### config.mk
export PLATFORM = sky130hd
export DESIGN_NAME = snes_controller_responder
export DESIGN_NICKNAME = d
export VERILOG_FILES = /design/src/rtl/snes_controller_responder_pkg.sv /design/src/rtl/snes_controller_responder_pin_synchronizer.sv /design/src/rtl/snes_controller_responder.sv
export SDC_FILE = /design/constraint.sdc
export NUM_CORES = 1
export LEC_CHECK = 0
export ABC_AREA = 1
export CORE_UTILIZATION = 55
export DETAILED_ROUTE_END_ITERATION = 8
export PLACE_DENSITY_LB_ADDON = 0.3
export REMOVE_ABC_BUFFERS = 1
export SLEW_MARGIN = 15
export SYNTH_ARGS = -nofsm -noshare
export SYNTH_HDL_FRONTEND = slang
export SYNTH_SLANG_ARGS = --single-unit
### constraint.sdc
create_clock -name clk_50 -period 2.3 [get_ports clk_50]
set_clock_uncertainty 0.1 [all_clocks]
set_input_delay 0.23 -clock clk_50 [delete_from_list [all_inputs] [get_ports clk_50]]
set_output_delay 0.23 -clock clk_50 [all_outputs]
set_load 0.01 [all_outputs]
### src/rtl/snes_controller_responder_pkg.sv
// Shared definitions for the SNES pad responder: state encoding, button bit
// positions (common with the controller reader) and frame padding.
package snes_controller_responder_pkg;

    typedef enum logic [1:0] {
        ST_IDLE,
        ST_LATCH,
        ST_SHIFT,
        ST_DONE
    } state_e;

    localparam int BTN_B      = 0;
    localparam int BTN_Y      = 1;
    localparam int BTN_SELECT = 2;
    localparam int BTN_START  = 3;
    localparam int BTN_N      = 4;
    localparam int BTN_S      = 5;
    localparam int BTN_W      = 6;
    localparam int BTN_E      = 7;
    localparam int BTN_A      = 8;
    localparam int BTN_X      = 9;
    localparam int BTN_L      = 10;
    localparam int BTN_R      = 11;
    localparam int NUM_BUTTONS = 12;

    // Bits 12-15 of a real pad frame always read as "not pressed".
    localparam logic [3:0] FRAME_PAD = 4'b1111;

endpackage

### src/rtl/snes_controller_responder_pin_synchronizer.sv
// Multi-flop synchronizer for one asynchronous pin, with rise/fall strobes
// taken from the last stage against a one-cycle-delayed copy.
module pin_synchronizer #(
    parameter int   STAGES    = 2,
    parameter logic RESET_VAL = 1'b0
) (
    input  logic clk,
    input  logic rst_n,
    input  logic pin_async,
    output logic pin_sync,
    output logic rise,
    output logic fall
);

    logic [STAGES-1:0] sync_q;
    logic [STAGES-1:0] sync_d;
    logic              prev_q;
    logic              prev_d;

    always_comb begin
        sync_d = {sync_q[STAGES-2:0], pin_async};
        prev_d = sync_q[STAGES-1];
    end

    // Preset to the pin's idle level so reset release never fakes an edge.
    always_ff @(posedge clk or negedge rst_n) begin
        if (!rst_n) begin
            sync_q <= {STAGES{RESET_VAL}};
            prev_q <= RESET_VAL;
        end else begin
            sync_q <= sync_d;
            prev_q <= prev_d;
        end
    end

    assign pin_sync = sync_q[STAGES-1];
    assign rise     = sync_q[STAGES-1] & ~prev_q;
    assign fall     = ~sync_q[STAGES-1] & prev_q;

endmodule

### src/rtl/snes_controller_responder.sv
// Controller-side SNES serial pad: answers a host's latch/clock with the
// active-low button frame, one bit per host clock rising edge.
module snes_controller_responder
    import snes_controller_responder_pkg::*;
#(
    parameter int SYNC_STAGES    = 2,
    parameter int NUM_BITS       = 16,
    parameter int TIMEOUT_CYCLES = 50000
) (
    input  logic        clk_50,
    input  logic        reset_n,
    input  logic        controller_latch,
    input  logic        controller_clk,
    input  logic [11:0] buttons,
    output logic        controller_dout,
    output logic        busy,
    output logic        frame_done,
    output logic [4:0]  bit_index
);

    localparam int              TW        = $clog2(TIMEOUT_CYCLES);
    localparam logic [TW-1:0]   TMO_LAST  = TW'(TIMEOUT_CYCLES - 1);
    localparam logic [4:0]      IDX_LAST  = 5'(NUM_BITS);
    localparam logic [4:0]      IDX_FINAL = 5'(NUM_BITS - 1);

    logic latch_sync, latch_rise, latch_fall;
    logic clk_sync, clk_rise, clk_fall;
    logic unused_pins;

    pin_synchronizer #(.STAGES(SYNC_STAGES), .RESET_VAL(1'b0)) u_latch_sync (
        .clk       (clk_50),
        .rst_n     (reset_n),
        .pin_async (controller_latch),
        .pin_sync  (latch_sync),
        .rise      (latch_rise),
        .fall      (latch_fall)
    );

    pin_synchronizer #(.STAGES(SYNC_STAGES), .RESET_VAL(1'b1)) u_clk_sync (
        .clk       (clk_50),
        .rst_n     (reset_n),
        .pin_async (controller_clk),
        .pin_sync  (clk_sync),
        .rise      (clk_rise),
        .fall      (clk_fall)
    );

    assign unused_pins = &{1'b0, clk_sync, clk_fall};

    logic [NUM_BITS-1:0] frame_word;
    assign frame_word = NUM_BITS'({FRAME_PAD, ~buttons});

    state_e              state_q, state_d;
    logic [NUM_BITS-1:0] shift_q, shift_d;
    logic [4:0]          bit_index_q, bit_index_d;
    logic [TW-1:0]       tmo_q, tmo_d;
    logic                frame_done_q, frame_done_d;
    logic                dout_q, dout_d;

    always_comb begin
        state_d      = state_q;
        shift_d      = shift_q;
        bit_index_d  = bit_index_q;
        tmo_d        = tmo_q;
        frame_done_d = 1'b0;

        unique case (state_q)
            ST_IDLE: begin
                bit_index_d = '0;
                if (latch_sync) begin
                    state_d = ST_LATCH;
                end
            end
            ST_LATCH: begin
                shift_d     = frame_word;
                bit_index_d = '0;
                if (latch_fall) begin
                    state_d = ST_SHIFT;
                    tmo_d   = '0;
                end
            end
            ST_SHIFT: begin
                // A host restart beats any clock edge seen in the same cycle.
                if (latch_rise) begin
                    state_d     = ST_LATCH;
                    shift_d     = frame_word;
                    bit_index_d = '0;
                end else if (clk_rise) begin
                    shift_d = {1'b0, shift_q[NUM_BITS-1:1]};
                    tmo_d   = '0;
                    if (bit_index_q != IDX_LAST) begin
                        bit_index_d = bit_index_q + 5'd1;
                    end
                    if (bit_index_q == IDX_FINAL) begin
                        state_d      = ST_DONE;
                        frame_done_d = 1'b1;
                    end
                end else if (tmo_q == TMO_LAST) begin
                    state_d     = ST_IDLE;
                    shift_d     = '1;
                    bit_index_d = '0;
                end else begin
                    tmo_d = tmo_q + 1'b1;
                end
            end
            ST_DONE: begin
                if (latch_sync) begin
                    state_d = ST_LATCH;
                end
            end
            default: begin
                state_d = ST_IDLE;
            end
        endcase

        // A real pad holds the line low once all bits have been clocked out.
        dout_d = (state_d == ST_IDLE) ? 1'b1 :
                 (state_d == ST_DONE) ? 1'b0 : shift_d[0];
    end

    always_ff @(posedge clk_50 or negedge reset_n) begin
        if (!reset_n) begin
            state_q      <= ST_IDLE;
            shift_q      <= '1;
            bit_index_q  <= '0;
            tmo_q        <= '0;
            frame_done_q <= 1'b0;
            dout_q       <= 1'b1;
        end else begin
            state_q      <= state_d;
            shift_q      <= shift_d;
            bit_index_q  <= bit_index_d;
            tmo_q        <= tmo_d;
            frame_done_q <= frame_done_d;
            dout_q       <= dout_d;
        end
    end

    assign controller_dout = dout_q;
    assign busy            = (state_q == ST_LATCH) || (state_q == ST_SHIFT);
    assign frame_done      = frame_done_q;
    assign bit_index       = bit_index_q;

endmodule

==> out/metrics.yaml <==
run_status:
  status: "complete, no violations"
sta:
  tns_ns: 0
  rsz0062_at_grt: "no"
  slew_viol_final: 0
  max_freq_mhz: 447.8
  finalHoldViolCount: 0
  period_minus_slack_ns: 2.233
  finalSetupViolations: 0
  relSlewSlack_pct: 45.94
  worst_slew_pin_slew_ns: 0.8108
  holdWs_ns: 0.2342
  timing.final.crit_share_pct: 97.08
flow_run:
  max-cap-violations: 0
critical_path:
  critPathLaunchType: "flip-flop"
  cp.required_ns: 1.97
  worstPathArrival_ns: 1.90
  path_class: "flip-flop to output port"
  worstSetupEndpointType: "output port"
  critPathMaxFanout: 4
synth:
  synth.avg_cell_area_um2: 7.941
  ys.warnings.count: 0
  yosysSeqAreaShare_pct: 44.10
  synth_edf_count: 0
  synth_most_common_cell: "nand2_1"
  yosysTopAreaCellShare_pct: 24.80
  yosys.area.top_type: "dfrtp_1"
  syn_area_mm2: 0.002724
  synthTopCellsByArea: "dfrtp_1 (25%), dfstp_2 (19%), nand2_1 (11%)"
  synth_flop_cell: "dfrtp_1"
  synth_cell_type_count: 35
  async_flop_share_pct: 100.0
  ys_ff_latch: 47
  synth_common_cells: "nand2_1 (81), inv_1 (48), a21oi_1 (30)"
  netlist_instances: 343
clock_tree:
  numCtsBuffers: 5
  clock_path_buffers: 2
  cts_tree: "built"
  clk_latency_ns: 0.30
  post_cts_resized: 0
  cts-htree-levels: 2
  path_clk_slew_ns: 0.09
  clkSinkCount: 47
  cts-root-buf: "clkbuf_8"
global_routing:
  grt_first_pass_wirelength_um: 9508
  overflow: 0
  antenna_found_initial: 0
  grt_max_degree: 37
  grt.total_usage_pct: 23.39
  grt_pass1_vias: 2173
power_and_ir_drop:
  p_leak_uw: 0.001443
  p_comb_share_pct: 46.6
  p_switching_uw: 1358
  p_clk_share_pct: 18.7
  p_int_uw: 1988
  powerDensity_mw_per_mm2: 1057
  finalPower_uw: 3345
  switching_share_pct: 40.58
  peakVddDrop_v: 0.0006253
  seqPwrFrac_pct: 34.7
placement:
  portBuffers: 23
  place_congestion: 0.8505
  dp_hpwl_um: 3908
  dpl.cell_count: 431
route:
  vias: 2303
  ant_nets: 0
  drt-pass1-iter-count: 4
  post-route-drc-count: 0
  routed_via_density: 5.222
  wl_per_cell_um: 12.64
  drt_wl_total_um: 5574
  drtIter0Drc: 126
cells_and_area:
  syn_to_final_growth_pct: 16.17
  multiInputGateArea_mm2: 0.001264
  antenna_cells: 0
  n_fill_cell: 412
  layout.nets: 397
  seqCellArea_mm2: 0.001201
  drive_gt1_share_pct: 15.78
  stdcell_count: 441
floorplan:
  row_count: 25
  dieArea_mm2: 0.005238
  die_x_um: 72.38
  initial_core_util_pct: 57.29
  ios: 24
  core-area_mm2: 0.004755
  dieHeight_um: 72.38
worst_hold_path:
  worstHoldPathType: "primary input to flip-flop"
-- stage by stage --
stage / setup slack, ns / util, % / area (um2)
2_1_floorplan: 0.05168 / - / 2660
3_3_place_gp: 0.3974 / 63.71 / 3029
6_report: 0.06705 / 66.55 / 3164
5_1_grt: 0.01357 / 66.55 / 3164
4_1_cts: 0.06712 / 66.39 / 3157
3_5_place_dp: 0.3372 / 63.71 / 3029
-- per-layer routing --
layer / GRT usage (%) / part of all wire, %
met5: 0 / 0
met1: 31.93 / 50
met3: 4.306 / 3.2
met4: 7.843 / 1.1
met2: 37.59 / 46
-- flip-flops by register name, indices dropped and copies added, names as in the netlist --
name,flops
shift_q,16
tmo_q,16
bit_index,5
state_q,2
u_clk_sync.sync_q,2
u_latch_sync.sync_q,2
controller_dout,1
frame_done,1
u_clk_sync.prev_q,1
u_latch_sync.prev_q,1
-- cells by family after synthesis --
kind of cell    Yosys count  synth area share [%]
simple gates            147                 24.21
compound gates           77                 17.87
buf+inv                  62                 9.508
flops                    47                 44.10
fa+ha+maj                 8                 3.675
xor+xnor                  2                0.6432
-- cells in the final DEF, fill, tap and decap left out, drive strengths merged, types with 4 or more instances in the layout --
cell type and count:
inv 52, nand3 16, o21ai 25, ha 8, a32o 11, clkdlybuf4s50 22
nor3 4, buf 10, a21oi 31, nand4 7, clkbuf 6, dfstp 20
nand2 85, nor2 33, dfrtp 27
-- repair_timing --
action | 4_1_cts | 5_1_grt
hold buffers | 1 | 0
endpoints found under the hold margin | 27 | 0
endpoints found under the setup margin | 0 | 1
buffers inserted | 0 | 1
-- cell type report --
cell class	count	share of cell area (%)
clock buffer	6	2.610
clock inverter	2	1.107
inverter	52	6.168
multi-input combinational	234	39.94
sequential	47	37.96
tap	67	2.649
timing repair buffer	33	9.569
-- final timing paths --
kind	slack [ns]	cells after the start	startpoint	to
setup / recovery	0.07	4	state_q[0]$_DFF_PN0_	busy
hold / removal	0.23	1	controller_clk	u_clk_sync.sync_q[0]$_DFF_PN1_
setup reg to reg	0.29	11	state_q[0]$_DFF_PN0_	tmo_q[12]$_DFFE_PN0P_
hold reg to reg	0.26	0	u_clk_sync.sync_q[0]$_DFF_PN1_	u_clk_sync.sync_q[1]$_DFF_PN1_
max in group asynchronous	0.91	3	reset_n	shift_q[7]$_DFFE_PN1P_
min in group asynchronous	0.47	2	reset_n	bit_index[1]$_DFFE_PN0P_
-- power groups by stage --
stage                     combinational, uW  clock [uW]  sequential (uW)
final                                  1560         624             1160
after global routing                   1760         666             1180
after CTS                              1530         633             1160
after detailed placement               1530           0             1170
after global placement                 1500           0             1170
after floorplan                        1100           0             1160
-- critical path, stage by stage (launching register included) --
cell	delay (ns)
dfrtp_1	0.41
inv_1	0.10
ha_1	0.35
inv_1	0.18
clkdlybuf4s50_1	0.57
Power figures use the tool's default switching activity.
